**config.mk**
```make
export PLATFORM = sky130hd
export DESIGN_NAME = regfile_ctrl_fsm
export DESIGN_NICKNAME = d
export VERILOG_FILES = /design/src/rtl/lasd_ctrl_pkg.sv /design/src/rtl/riscv_field_decode.sv /design/src/rtl/regfile_ctrl_fsm.sv
export SDC_FILE = /design/constraint.sdc
export NUM_CORES = 1
export LEC_CHECK = 0
export CORE_MARGIN = 3
export CORE_UTILIZATION = 40
export DETAILED_ROUTE_END_ITERATION = 10
export PLACE_DENSITY = 0.76
export SYNTH_ARGS = -nofsm -noshare
export SYNTH_HDL_FRONTEND = slang
export SYNTH_SLANG_ARGS = --single-unit
```
**constraint.sdc**
```tcl
create_clock -name clk -period 2.4 [get_ports clk]
set_input_delay 0.48 -clock clk [delete_from_list [all_inputs] [get_ports clk]]
set_output_delay 0.48 -clock clk [all_outputs]
set_load 0.02 [all_outputs]
```
**src/rtl/lasd_ctrl_pkg.sv**
```systemverilog
// rtl/lasd_ctrl_pkg.sv - shared types and encodings for the LASD register-file control FSM
package lasd_ctrl_pkg;

    typedef enum logic [2:0] {
        ALU_ADD = 3'b000,
        ALU_SUB = 3'b001,
        ALU_AND = 3'b010,
        ALU_OR  = 3'b011,
        ALU_SLT = 3'b101
    } alu_ctrl_t;

    typedef enum logic [1:0] {
        S_IDLE   = 2'd0,
        S_DECODE = 2'd1,
        S_EXEC   = 2'd2,
        S_WB     = 2'd3
    } state_t;

    localparam logic [6:0] OPC_RTYPE = 7'b0110011;
    localparam logic [6:0] OPC_ITYPE = 7'b0010011;

    localparam logic [2:0] F3_ADD = 3'b000;
    localparam logic [2:0] F3_SLT = 3'b010;
    localparam logic [2:0] F3_OR  = 3'b110;
    localparam logic [2:0] F3_AND = 3'b111;

    localparam logic [6:0] F7_BASE = 7'b0000000;
    localparam logic [6:0] F7_SUB  = 7'b0100000;

endpackage

```
**src/rtl/riscv_field_decode.sv**
```systemverilog
// rtl/riscv_field_decode.sv - combinational RV32I subset decode of the instruction register
module riscv_field_decode
    import lasd_ctrl_pkg::*;
#(
    parameter int N  = 8,
    parameter int AW = 3
) (
    input  logic [31:0]   ir,
    output logic [AW-1:0] ra1,
    output logic [AW-1:0] ra2,
    output logic [AW-1:0] wa3,
    output logic [N-1:0]  imm,
    output alu_ctrl_t     alu_ctrl,
    output logic          alu_src,
    output logic          legal
);

    logic [6:0] opcode;
    logic [2:0] funct3;
    logic [6:0] funct7;
    logic [4:0] rs1;
    logic [4:0] rs2;
    logic [4:0] rd;
    logic       is_r;
    logic       op_ok;
    logic       regs_ok;

    assign opcode = ir[6:0];
    assign rd     = ir[11:7];
    assign funct3 = ir[14:12];
    assign rs1    = ir[19:15];
    assign rs2    = ir[24:20];
    assign funct7 = ir[31:25];

    assign ra1 = ir[15 +: AW];
    assign ra2 = ir[20 +: AW];
    assign wa3 = ir[7 +: AW];

    // Narrow datapaths only see low immediate bits, which equal the sign-extended value's low bits.
    generate
        if (N <= 12) begin : g_imm_trunc
            assign imm = ir[20 +: N];
        end else begin : g_imm_sext
            assign imm = {{(N-12){ir[31]}}, ir[31:20]};
        end
    endgenerate

    always_comb begin
        alu_ctrl = ALU_ADD;
        alu_src  = 1'b0;
        op_ok    = 1'b0;
        is_r     = 1'b0;
        case (opcode)
            OPC_RTYPE: begin
                is_r = 1'b1;
                case ({funct7, funct3})
                    {F7_BASE, F3_ADD}: begin op_ok = 1'b1; alu_ctrl = ALU_ADD; end
                    {F7_SUB,  F3_ADD}: begin op_ok = 1'b1; alu_ctrl = ALU_SUB; end
                    {F7_BASE, F3_SLT}: begin op_ok = 1'b1; alu_ctrl = ALU_SLT; end
                    {F7_BASE, F3_OR }: begin op_ok = 1'b1; alu_ctrl = ALU_OR;  end
                    {F7_BASE, F3_AND}: begin op_ok = 1'b1; alu_ctrl = ALU_AND; end
                    default:           op_ok = 1'b0;
                endcase
            end
            OPC_ITYPE: begin
                alu_src = 1'b1;
                case (funct3)
                    F3_ADD:  begin op_ok = 1'b1; alu_ctrl = ALU_ADD; end
                    F3_SLT:  begin op_ok = 1'b1; alu_ctrl = ALU_SLT; end
                    F3_OR:   begin op_ok = 1'b1; alu_ctrl = ALU_OR;  end
                    F3_AND:  begin op_ok = 1'b1; alu_ctrl = ALU_AND; end
                    default: op_ok = 1'b0;
                endcase
            end
            default: op_ok = 1'b0;
        endcase
    end

    // The rs2 field holds immediate bits for I-type, so only R-type range-checks it.
    assign regs_ok = ((rs1 >> AW) == 5'd0) && ((rd >> AW) == 5'd0) &&
                     (!is_r || ((rs2 >> AW) == 5'd0));

    assign legal = op_ok && regs_ok;

endmodule

```
**src/rtl/regfile_ctrl_fsm.sv**
```systemverilog
// rtl/regfile_ctrl_fsm.sv - multicycle IDLE/DECODE/EXEC/WB controller driving the register file
module regfile_ctrl_fsm
    import lasd_ctrl_pkg::*;
#(
    parameter int N    = 8,
    parameter int AW   = 3,
    parameter int CNTW = 16
) (
    input  logic            clk,
    input  logic            rst,
    input  logic [31:0]     instr,
    input  logic            instr_valid,
    output logic            instr_ready,
    output logic [AW-1:0]   ra1,
    output logic [AW-1:0]   ra2,
    output logic [AW-1:0]   wa3,
    output logic            we3,
    output logic [N-1:0]    imm,
    output logic            alu_src,
    output alu_ctrl_t       alu_ctrl,
    output logic            illegal,
    output logic            busy,
    output logic [CNTW-1:0] retired
);

    state_t            state_q, state_d;
    logic [31:0]       ir_q, ir_d;
    logic [CNTW-1:0]   retired_q, retired_d;
    logic              init_q;
    logic              accept;
    logic              legal;

    // init_q keeps instr_ready low until the first edge after reset release.
    assign instr_ready = init_q && (state_q == S_IDLE);
    assign accept      = instr_ready && instr_valid;
    assign busy        = (state_q != S_IDLE);
    assign we3         = (state_q == S_WB) && legal && (wa3 != '0);
    assign illegal     = (state_q == S_WB) && !legal;
    assign retired     = retired_q;

    always_comb begin
        state_d   = state_q;
        ir_d      = ir_q;
        retired_d = retired_q;
        case (state_q)
            S_IDLE: begin
                if (accept) begin
                    ir_d    = instr;
                    state_d = S_DECODE;
                end
            end
            S_DECODE: state_d = S_EXEC;
            S_EXEC:   state_d = S_WB;
            S_WB: begin
                state_d = S_IDLE;
                if (legal) begin
                    retired_d = retired_q + {{(CNTW-1){1'b0}}, 1'b1};
                end
            end
            default: state_d = S_IDLE;
        endcase
    end

    always_ff @(posedge clk or negedge rst) begin
        if (!rst) begin
            state_q   <= S_IDLE;
            ir_q      <= '0;
            retired_q <= '0;
            init_q    <= 1'b0;
        end else begin
            state_q   <= state_d;
            ir_q      <= ir_d;
            retired_q <= retired_d;
            init_q    <= 1'b1;
        end
    end

    // Fields decode straight from IR, so they hold from DECODE through WB and into IDLE.
    riscv_field_decode #(
        .N  (N),
        .AW (AW)
    ) u_decode (
        .ir       (ir_q),
        .ra1      (ra1),
        .ra2      (ra2),
        .wa3      (wa3),
        .imm      (imm),
        .alu_ctrl (alu_ctrl),
        .alu_src  (alu_src),
        .legal    (legal)
    );

endmodule

```
==> qor.yml, run 1 <==
row_count: 27
dp_slack_ns: -0.420
worstSkewPairLatency_ns: 0.30
end_kind: "output pin"
via_per_inst: 4.77
final.period_utilization: 1.07
drt_wl_total_mm: 4.84
grt_pass1_wl_mm: 8.19
status: "finished with violations"
overflow: 0
crit_fanout: 2
critPathLaunchType: "flop"
async_flop_share: 1.00
antenna_found_initial: 0
hold_path.class: "input port to async pin"
drive_above_1_share: 0.319
ctsLongestPathBuffers: 2
avgRoutedWirePerCell_um: 13.8
violations: "setup timing"
cts.clk_slew.worst_paths_ns: 0.08
hold_viol_final: 0
track_usage: 0.144
cts_tree: "done"
cts_htree_levels: 2
arrival_ns: 2.08
num_antenna_cells: 0
finalSetupViolations: 3
first_iter_violations: 55
max-vdd-ir-drop_mv: 0.573
finalNonFillerCells: 351
synth_area_sq_um: 2420
dp.cells: 335
slew_headroom: 0.552
die_w_um: 83.8
fmax_ghz: 0.390
grt_max_degree: 34
setup_ws_ns: -0.164
synth_top_cell_by_area: "dfrtp_1"
io_pins: 76
die_y_um: 83.8
postCtsHoldBufs: 0
syn_inst: 198
synth-main-ff-cell: "dfrtp_1"
critPathRequiredTime_ns: 1.92
nNetsFinal: 319
hold_ws_ns: 0.211
ys_types: 34
ys_top_cells_by_area: "dfrtp_1 53%, mux2_2 15%, buf_4 5.3%, xor2_1 3.6%, ha_1 2.6%"
syn_avg_cell_area_sq_um: 12.2
drc: 0
synth_warnings: 0
fill_cells: 471
ys_seq_elements: 51
ys_seq_area_frac: 0.527
port_buffers: 75
grt_pass1_vias: 1687
finalCriticalPeriod_ns: 2.56
tightestPinTransition_ns: 0.672
synth_common_cells: "51 x dfrtp_1, 33 x mux2_2, 17 x buf_4"
synth.top_cell.area_share: 0.527
ant_nets: 0
tns_ns: -0.363
clock_sinks: 51
dieArea_sq_um: 7030
place.gp.congestion: 0.729
hpwl_mm: 3.49
final_core_util: 0.602
firstDrtPassIters: 3
crit_type: "flop to output pin"
num_vias: 1673
powerDensity_nw_per_um2: 946
skew_ns: 0.00609
synth_enable_flop_cells: 0
root_buffer: "clkbuf_8"
numCtsBuffers: 5
area_growth_pct: 41.0
slew_viol_final: 0
rsz0062_at_grt: "true"
start_util: 0.427
drv_cap: 0
synth_fp_nets: 238
fp.coreArea_sq_um: 5680
synth.most_common_cell: "dfrtp_1"
power_leakage_nw: 1.50
==> layout make-up <==
type / instances / area (sq um) / area share
well taps: 72 / 90.1 / 0.0264
repair buffers: 96 / 897 / 0.263
clock buffers: 6 / 82.6 / 0.0242
clock inverters: 1 / 5.00 / 0.00146
multi-input cells: 115 / 1030 / 0.301
inverters: 10 / 37.5 / 0.0110
flip-flops and latches: 51 / 1280 / 0.373
==> power by group <==
| group | switching [mW] | leakage, nW | internal, mW |
|---|---|---|---|
| clock | 0.262 | 0.0470 | 0.227 |
| sequential | 0.207 | 0.641 | 1.15 |
| combinational | 0.616 | 0.810 | 0.767 |
| total | 1.08 | 1.50 | 2.15 |
==> per-stage QoR <==
stage,area (sq um),power [mW]
after floorplan,2420,2.28
after global placement,3200,2.65
after detailed placement,3200,2.68
after CTS,3320,3.23
after global routing,3420,3.45
final,3420,3.23
==> kinds of logic after synthesis <==
family | share of synthesized area
and+or+nand+nor | 0.132
DFF | 0.527
muxes | 0.153
buffers and inverters | 0.0790
xor gates and xnor gates | 0.0542
AOI/OAI and AO/OA | 0.0279
adders and majority gates | 0.0258
other | 0.00155
==> sequential cells by signal (all words and copies together) (netlist names) <==
| name | cells |
|---|---|
| ir_q | 32 |
| retired | 16 |
| init_q | 1 |
| state_q | 2 |
==> critical path, stage by stage, from the launching register on <==
cell and delay (ns):
dfrtp_1 0.38, or4_4 0.56, a211oi_4 0.24, nor3b_4 0.25
buf_4 0.16, a21oi_2 0.05, buf_4 0.15
==> worst paths after layout <==
kind                        startpoint          end  slack (ns)  depth (start not counted)
min in group clk           retired[15]  retired[15]        0.48                          1
min                                rst   retired[3]        0.21                          1
max in group asynchronous          rst  retired[10]        1.53                          2
max                           ir_q[19]      illegal       -0.16                          6
max reg2reg                   ir_q[19]   retired[1]        0.11                          8
min reg2reg                retired[15]  retired[15]        0.48                          1
==> metal layers <==
layer | GRT usage | part of all wire
met1 | 0.190 | 0.44
met2 | 0.228 | 0.48
met3 | 0.0484 | 0.066
met4 | 0.0351 | 0.011
met5 | 0 | 0
==> what timing repair did <==
item,4_1_cts,5_1_grt
pin swaps,7,6
setup buffers,2,8
endpoints found under the setup margin,6,10
resized for setup,33,18
==> cells in the final DEF, fill, tap and decap left out, drive strengths merged <==
cell	count
a211oi	2
a21bo	1
a21oi	1
and2	1
buf	27
clkbuf	7
clkdlybuf4s50	68
clkinv	1
conb	1
dfrtp	51
ha	5
inv	10
mux2	33
nand2	12
nand3	7
nand4	1
nand4b	1
nand4bb	1
nor2	6
nor2b	1
nor3	8
nor3b	2
nor4	8
o21ai	5
or2	1
or3	1
or4	2
xnor2	5
xor2	10
(Power assumes the default switching activity.)
==> inputs of run 2 (changes only) <==
--- a/config.mk
+++ b/config.mk
@@ -7,8 +7,10 @@
 export LEC_CHECK = 0
 export CORE_MARGIN = 3
 export CORE_UTILIZATION = 40
+export CTS_CLUSTER_SIZE = 8
 export DETAILED_ROUTE_END_ITERATION = 10
-export PLACE_DENSITY = 0.76
+export PLACE_DENSITY_LB_ADDON = 0.15
+export SETUP_SLACK_MARGIN = 0.4
 export SYNTH_ARGS = -nofsm -noshare
 export SYNTH_HDL_FRONTEND = slang
 export SYNTH_SLANG_ARGS = --single-unit
==> qor.yml, run 2 (synthesis results as in run 1) <==
fp.coreArea_sq_um: 5680
cts_tree: "done"
root_buffer: "clkbuf_8"
final_core_util: 0.668
grt_pass1_vias: 1839
worstSkewPairLatency_ns: 0.30
start_util: 0.427
finalCriticalPeriod_ns: 2.49
drv_cap: 0
layout_common_cells: "66 x clkdlybuf4s50_1, 51 x dfrtp_1, 32 x mux2_2"
grt_max_degree: 52
die_w_um: 83.8
antenna_found_initial: 0
regToRegStartpoint: "ir_q[25]"
drc: 0
num_antenna_cells: 0
drive_above_1_share: 0.390
drt_wl_total_mm: 4.96
fmax_ghz: 0.401
largest_reg_flops: 32
final.period_utilization: 1.04
powerDensity_nw_per_um2: 914
track_usage: 0.146
firstDrtPassIters: 4
startpoint: "ir_q[19]"
overflow: 0
hold_path.class: "input port to async pin"
area_growth_pct: 56.3
io_pins: 76
dp_slack_ns: -0.265
slew_viol_final: 0
rsz0062_at_grt: "true"
arrival_ns: 2.01
critPathRequiredTime_ns: 1.92
regMostFlops: "ir_q"
ant_nets: 0
reg2reg_to: "retired[15]"
hpwl_mm: 3.35
max-vdd-ir-drop_mv: 0.619
grt_pass1_wl_mm: 8.45
finalSetupViolations: 3
cts.clk_slew.worst_paths_ns: 0.08
via_per_inst: 4.74
final_common_cell: "clkdlybuf4s50_1"
skew_ns: 0.00247
ctsLongestPathBuffers: 2
nNetsFinal: 329
place.gp.congestion: 0.694
power_leakage_nw: 1.76
port_buffers: 75
row_count: 27
crit_type: "flop to output pin"
setup_ws_ns: -0.0942
dieArea_sq_um: 7030
first_iter_violations: 57
end_kind: "output pin"
critPathLaunchType: "flop"
clock_sinks: 51
numCtsBuffers: 5
slew_headroom: 0.579
die_y_um: 83.8
violations: "setup timing"
status: "finished with violations"
avgRoutedWirePerCell_um: 13.7
num_vias: 1715
hold_viol_final: 0
crit_fanout: 2
r2r_cells: 13
cts_htree_levels: 2
reg2reg_setup_slack_ns: 0.09
tightestPinTransition_ns: 0.631
## run 2: worst max-delay path by stage
| stage | end | slack [ns] | depth (start not counted) |
|---|---|---|---|
| after floorplan | we3 | 0.29 | 5 |
| after global placement | we3 | -0.21 | 6 |
| after detailed placement | we3 | -0.27 | 6 |
| after CTS | illegal | -0.1 | 6 |
| after global routing | we3 | -0.23 | 6 |
| final | illegal | -0.09 | 6 |
## run 2: cell type report
cell class,count,area (sq um)
Fill cell,442,1890
Timing Repair Buffer,106,1080
Inverter,10,37.5
Multi-Input combinational cell,115,1210
Clock buffer,8,100
Sequential cell,51,1280
Tap cell,72,90.1
## run 2: timing repair
action | in CTS | in global routing
resized for setup | 85 | 9
cloned | 0 | 0
setup endpoints to repair | 19 | 23
hold buffers | 0 | 0
buffers inserted | 15 | 3
pin swaps | 26 | 11
## run 2: layer usage
metal / up-vias / wire (um) / GRT usage / share of wire
met3: 6 / 372 / 0.0494 / 0.075
met2: 51 / 2440 / 0.247 / 0.49
met4: 0 / 50 / 0.0351 / 0.010
met1: 820 / 2100 / 0.181 / 0.42
met5: - / 0 / 0 / 0
li1: 838 / - / - / -
## run 2: stage by stage
| stage | std cells | total power, mW | setup TNS, ns | hold WS (ns) | instance area, sq um |
|---|---|---|---|---|---|
| floorplan | 198 | 2.31 | 0 | 0.184 | 2460 |
| global route | 362 | 3.67 | -1.31 | 0.341 | 3790 |
| finish | 362 | 3.46 | -0.208 | 0.277 | 3790 |
| global placement | 336 | 2.72 | -0.573 | 0.455 | 3260 |
| detailed placement | 336 | 2.75 | -0.735 | 0.467 | 3260 |
| CTS | 359 | 3.47 | -0.266 | 0.316 | 3720 |
## run 2: worst max-delay path, stage by stage (launching register included)
cell and delay [ns]:
dfrtp_1 0.38, or4_4 0.55, a211oi_4 0.18, nor3b_4 0.25, buf_4 0.15, a21oi_2 0.05, buf_4 0.15
## run 2: report_power, final
part | total [mW] | internal, mW | switching, mW
clock | 0.527 | 0.263 | 0.264
combinational | 1.57 | 0.885 | 0.688
sequential | 1.36 | 1.15 | 0.208
total | 3.46 | 2.30 | 1.16
==> RTL edit 1: new RTL, settings of run 2 <==
Register the output `retired` once more, cleared by the reset; this adds one clock of latency there. The other outputs are not delayed to match.
--- a/src/rtl/regfile_ctrl_fsm.sv
+++ b/src/rtl/regfile_ctrl_fsm.sv
@@ -36,7 +36,13 @@
     assign busy        = (state_q != S_IDLE);
     assign we3         = (state_q == S_WB) && legal && (wa3 != '0);
     assign illegal     = (state_q == S_WB) && !legal;
-    assign retired     = retired_q;
+    always_ff @(posedge clk or negedge rst) begin
+        if (!rst) begin
+            retired <= '0;
+        end else begin
+            retired <= retired_q;
+        end
+    end
 
     always_comb begin
         state_d   = state_q;
Behaviour: not the same (Yosys sat finds a counterexample within 10 cycles, from zero or initial values and one cycle with rst low).
==> RTL edit 1 against run 2 <==
The run still ends with negative setup slack left; design area increased by 4.2%; wire length increased by 8.4%; power increased by 16%; count of clock-buffer cells in the layout increased by 1; via count increased by 6.9%; sequential cell count increased by 16; maximum frequency decreased by 1.9%; sequential power increased by 21%; area after synthesis increased by 16%; critical path depth decreased by 1; setup slack got worse by 0.049 ns; largest cell class unchanged; largest power group is now sequential cells; highest routed layer unchanged.
==> RTL edit 1: results (changes against run 2) <==
<table>
<tr><th>Metric</th><th>Value</th></tr>
<tr><th colspan="2">Timing</th></tr>
<tr><td>PnR worst setup slack</td><td>-0.143 ns (-0.0487 ns)</td></tr>
<tr><td>Final sum of negative setup slack</td><td>-0.391 ns (-0.183 ns)</td></tr>
<tr><td>Remaining max-slew budget at the tightest pin</td><td>55.6% (-2.4 points)</td></tr>
<tr><td>Setup violations, final</td><td>5 (+2)</td></tr>
<tr><th colspan="2">Route</th></tr>
<tr><td>Total number of vias</td><td>1833 (+6.9%)</td></tr>
<tr><td>Met3 Wirelength</td><td>284 µm (-24%)</td></tr>
<tr><td>DRT met1 WL</td><td>2.51 mm (+19%)</td></tr>
<tr><td>Initial DRC Count</td><td>51 (-11%)</td></tr>
<tr><td>Met2 layer wire length in the routed design</td><td>2.52 mm (+3.1%)</td></tr>
<tr><td>Wire length per cell</td><td>13.6 µm (-0.64%)</td></tr>
<tr><th colspan="2">Logic synthesis</th></tr>
<tr><td>Synthesized area divided by synthesized cell count</td><td>13.2 µm² (+7.9%)</td></tr>
<tr><td>Commonest cells in the synthesized netlist</td><td>sky130_fd_sc_hd__dfrtp_1, sky130_fd_sc_hd__mux2_2, sky130_fd_sc_hd__buf_4, sky130_fd_sc_hd__nor2_1, sky130_fd_sc_hd__xor2_1</td></tr>
<tr><td>Share of the yosys chip area belonging to registers</td><td>59.9% (+7.2 points)</td></tr>
<tr><td>Total nets after synthesis</td><td>252 (+5.9%)</td></tr>
<tr><td>Most area-consuming cells after synthesis</td><td>sky130_fd_sc_hd__dfrtp_1, sky130_fd_sc_hd__mux2_2, sky130_fd_sc_hd__buf_4, sky130_fd_sc_hd__xor2_1, sky130_fd_sc_hd__ha_1</td></tr>
<tr><th colspan="2">Global route</th></tr>
<tr><td>Fraction of met1 tracks used by global routing</td><td>19.8% (+1.7 points)</td></tr>
<tr><td>Global-route total usage across every layer</td><td>14.6% (-0.074 points)</td></tr>
<tr><td>Met3 global-route usage</td><td>3.83% (-1.1 points)</td></tr>
<tr><th colspan="2">Placement</th></tr>
<tr><td>Total placed cells including tap cells</td><td>376 (+12%)</td></tr>
<tr><td>GPL Wtd Cong</td><td>0.764 (+10%)</td></tr>
<tr><th colspan="2">Outcome</th></tr>
<tr><td>Violated checks</td><td>negative setup slack</td></tr>
<tr><td>Result of the run</td><td>finished, violations left</td></tr>
<tr><th colspan="2">Finish</th></tr>
<tr><td>Fill cells</td><td>544 (+23%)</td></tr>
<tr><td>Layout Cells excl Fill</td><td>395 (+9.1%)</td></tr>
<tr><td>Share of cells above drive strength 1</td><td>31.5% (-7.5 points)</td></tr>
<tr><th colspan="2">Worst setup path</th></tr>
<tr><td>Arrival time worst endpoint</td><td>2.06 ns (+0.05 ns)</td></tr>
<tr><td>Maximum net fanout on the critical path</td><td>3 (+1)</td></tr>
<tr><th colspan="2">CTS</th></tr>
<tr><td>Skew-Pair Late Insertion Delay</td><td>0.34 ns (+0.04 ns)</td></tr>
</table>
==> RTL edit 1: changes by cell type after synthesis, moves of 3 or more <==
cell and change:
sky130_fd_sc_hd__nor2_1 +6, sky130_fd_sc_hd__nor4_1 -4, sky130_fd_sc_hd__and4_1 +3, sky130_fd_sc_hd__inv_1 -4, sky130_fd_sc_hd__nor3_1 -3, sky130_fd_sc_hd__dfrtp_1 +16
sky130_fd_sc_hd__nand4_1 +3
==> RTL edit 1: worst paths after layout <==
kind,from,endpoint,slack (ns),cells past startpoint
worst min register to register,retired_q[14]$_DFFE_PN0P_,retired[14]$_DFF_PN0_,0.38,0
worst max register to register,ir_q[25]$_DFFE_PN0P_,retired_q[1]$_DFFE_PN0P_,0.39,6
min in group clk,retired_q[14]$_DFFE_PN0P_,retired[14]$_DFF_PN0_,0.38,0
max in group asynchronous,rst,retired_q[3]$_DFFE_PN0P_,1.58,2
worst min-delay path,rst,ir_q[23]$_DFFE_PN0P_,0.18,1
worst max-delay path,ir_q[25]$_DFFE_PN0P_,alu_ctrl[0],-0.14,5
==> RTL edit 1: critical path, stage by stage, from the launching register on <==
cell and delay [ns]:
sky130_fd_sc_hd__dfrtp_1 0.38, sky130_fd_sc_hd__or4_4 0.58, sky130_fd_sc_hd__o41ai_4 0.24, sky130_fd_sc_hd__nand2_2 0.16, sky130_fd_sc_hd__a211oi_4 0.23, sky130_fd_sc_hd__buf_6 0.15
==> RTL edit 1: per-stage QoR <==
stage | instance area (µm²) | total power, µW
after CTS | 3910 | 4050
after detailed placement | 3700 | 3100
after global placement | 3700 | 3070
after floorplan | 2850 | 2590
final | 3950 | 4020
after global routing | 3950 | 4280
==> RTL edit 1: area by class of cell <==
| cell class | instances | area share [%] |
|---|---|---|
| Clock inverter | 7 | 1.74 |
| Sequential cell | 67 | 42.5 |
| Timing Repair Buffer | 95 | 22.6 |
| Inverter | 6 | 0.571 |
| Multi-Input combinational cell | 118 | 26.5 |
| Clock buffer | 9 | 3.14 |
| Tap cell | 93 | 2.95 |
==> RTL edit 1: power by group <==
group | total, µW | leakage [µW] | switching, µW | internal [µW]
clock | 910 | 0.0000950 | 435 | 475
combinational | 1470 | 0.000847 | 665 | 807
sequential | 1640 | 0.000864 | 210 | 1430
total | 4020 | 0.00181 | 1310 | 2710
==> RTL edit 1: repair_timing <==
action,CTS,global route
hold endpoints to repair,0,0
endpoints found under the setup margin,13,17
pin swaps,5,4
buffers inserted,0,3
hold buffers,0,0
gates resized for setup,38,7
==> RTL edit 1: cells by family (layout without fill, tap and decap cells) <==
logic type	after synthesis	count (layout)	share of synthesized area (%)
compound gates	10	10	2.37
xor+xnor	15	15	4.69
fa+ha+maj	5	5	2.23
buf+inv	27	117	6.17
flops	67	67	59.9
mux	33	33	13.4
other cells	1	1	0.134
simple gates	54	54	11.1
==> RTL edit 2: new RTL, settings of run 2 <==
Made on the original files. `AW` is set to 3 in 2 places; all go to 4.
--- a/src/rtl/riscv_field_decode.sv
+++ b/src/rtl/riscv_field_decode.sv
@@ -3,7 +3,7 @@
     import lasd_ctrl_pkg::*;
 #(
     parameter int N  = 8,
-    parameter int AW = 3
+    parameter int AW = 4
 ) (
     input  logic [31:0]   ir,
     output logic [AW-1:0] ra1,
--- a/src/rtl/regfile_ctrl_fsm.sv
+++ b/src/rtl/regfile_ctrl_fsm.sv
@@ -3,7 +3,7 @@
     import lasd_ctrl_pkg::*;
 #(
     parameter int N    = 8,
-    parameter int AW   = 3,
+    parameter int AW   = 4,
     parameter int CNTW = 16
 ) (
     input  logic            clk,
Ports: changed (resized ra1, ra2 and wa3); port bits go from 76 to 79. The function was not compared with the original's and may differ.
==> RTL edit 2 against run 2 <==
The flow still finishes with violations (negative setup slack); setup slack worse by 0.030 ns; wire length is 10% higher; area after synthesis is 2.5% higher; sequential share of layout area hardly changed; critical path type unchanged; largest power group unchanged; non-clock buffer count is 7 lower; clock power is 35% higher; critical path depth stayed put; sequential cell count stayed put; design area hardly changed; clock skew is 0.0061 ns higher; cell count is 1.9% lower; register-to-register slack better by 0.17 ns; power is 14% higher.
==> RTL edit 2: results (changes against run 2) <==
<table>
<tr><th>Metric</th><th>Value</th></tr>
<tr><th colspan="2">Route</th></tr>
<tr><td>Met2 layer wire length in the routed design</td><td>2.75 mm (+13%)</td></tr>
<tr><th colspan="2">Outcome</th></tr>
<tr><td>Result of the run</td><td>finished, violations left</td></tr>
<tr><td>Violated checks</td><td>negative setup slack</td></tr>
<tr><th colspan="2">Finish</th></tr>
<tr><td>Post-layout nets</td><td>319 (-3.0%)</td></tr>
<tr><td>Non-CTS buffers</td><td>99 (-6.6%)</td></tr>
<tr><td>Fraction of standard cell area in multi-input logic</td><td>33.5% (+1.7 points)</td></tr>
<tr><td>Share of cells above drive strength 1</td><td>35.7% (-3.3 points)</td></tr>
<tr><td>Fraction of cell area in non-clock buffers</td><td>26.4% (-2.1 points)</td></tr>
<tr><th colspan="2">Worst setup path</th></tr>
<tr><td>Capturing element of the worst setup path</td><td>alu_ctrl[1]</td></tr>
<tr><td>Crit path from</td><td>ir_q[29]$_DFFE_PN0P_</td></tr>
<tr><td>Maximum net fanout on the critical path</td><td>3 (+1)</td></tr>
<tr><th colspan="2">Global route</th></tr>
<tr><td>Fraction of met1 tracks used by global routing</td><td>20.0% (+2.0 points)</td></tr>
<tr><td>Maximum number of pins on one net before global-route repair</td><td>34 (-35%)</td></tr>
<tr><td>Global-route total usage across every layer</td><td>16.2% (+1.5 points)</td></tr>
<tr><td>Met3 global-route usage</td><td>5.10% (+0.17 points)</td></tr>
<tr><td>Vias in the first global route</td><td>1957 (+6.4%)</td></tr>
<tr><th colspan="2">Timing</th></tr>
<tr><td>PnR worst setup slack</td><td>-0.124 ns (-0.0301 ns)</td></tr>
<tr><td>Setup violations, final</td><td>4 (+1)</td></tr>
<tr><td>Post-route clock skew</td><td>0.00855 ns (+0.00608 ns)</td></tr>
<tr><td>Transition time at the pin with the least slew margin</td><td>0.606 ns (-0.0255 ns)</td></tr>
<tr><th colspan="2">Placement</th></tr>
<tr><td>GPL Wtd Cong</td><td>0.832 (+20%)</td></tr>
<tr><td>Total placed instance area</td><td>3360 µm² (+3.3%)</td></tr>
<tr><td>Pre-CTS WS</td><td>-0.262 ns (+0.00285 ns)</td></tr>
<tr><th colspan="2">Logic synthesis</th></tr>
<tr><td>Share of the yosys chip area belonging to registers</td><td>51.4% (-1.3 points)</td></tr>
<tr><th colspan="2">Pwr</th></tr>
<tr><td>Static power due to leakage</td><td>0.00173 µW (-2.1%)</td></tr>
<tr><th colspan="2">CTS</th></tr>
<tr><td>CTS-repair resized insts</td><td>71 (-16%)</td></tr>
<tr><td>Clock transition at path regs</td><td>0.10 ns (+0.02 ns)</td></tr>
<tr><td>Setup fix buffers added after clock tree synthesis</td><td>2 (-13)</td></tr>
</table>
## RTL edit 2: kinds of logic (layout without fill, tap and decap cells)
group	Yosys count	count (layout)	share of synthesized area (%)
other	1	1	0.151
AND/OR/NAND/NOR	53	53	13.8
flip-flops	51	51	51.4
XOR/XNOR	15	15	5.29
adder cells (fa/ha/maj)	5	5	2.52
AO/OA/AOI/OAI	11	11	3.22
buffers and inverters	32	111	8.66
multiplexers	33	33	15.0
## RTL edit 2: power by group
group / leakage [µW] / internal, µW / switching [µW]
registers: 0.000641 / 1160 / 263
clock network: 0.0000644 / 416 / 294
logic: 0.00102 / 971 / 835
total: 0.00173 / 2540 / 1390
## RTL edit 2: per-stage QoR
stage | cells | total power, µW | TNS, ns
floorplan | 201 | 2490 | 0
global placement | 341 | 2930 | -0.762
CTS | 352 | 3930 | -0.557
detailed placement | 341 | 2960 | -0.852
finish | 355 | 3930 | -0.381
global route | 355 | 4170 | -0.843
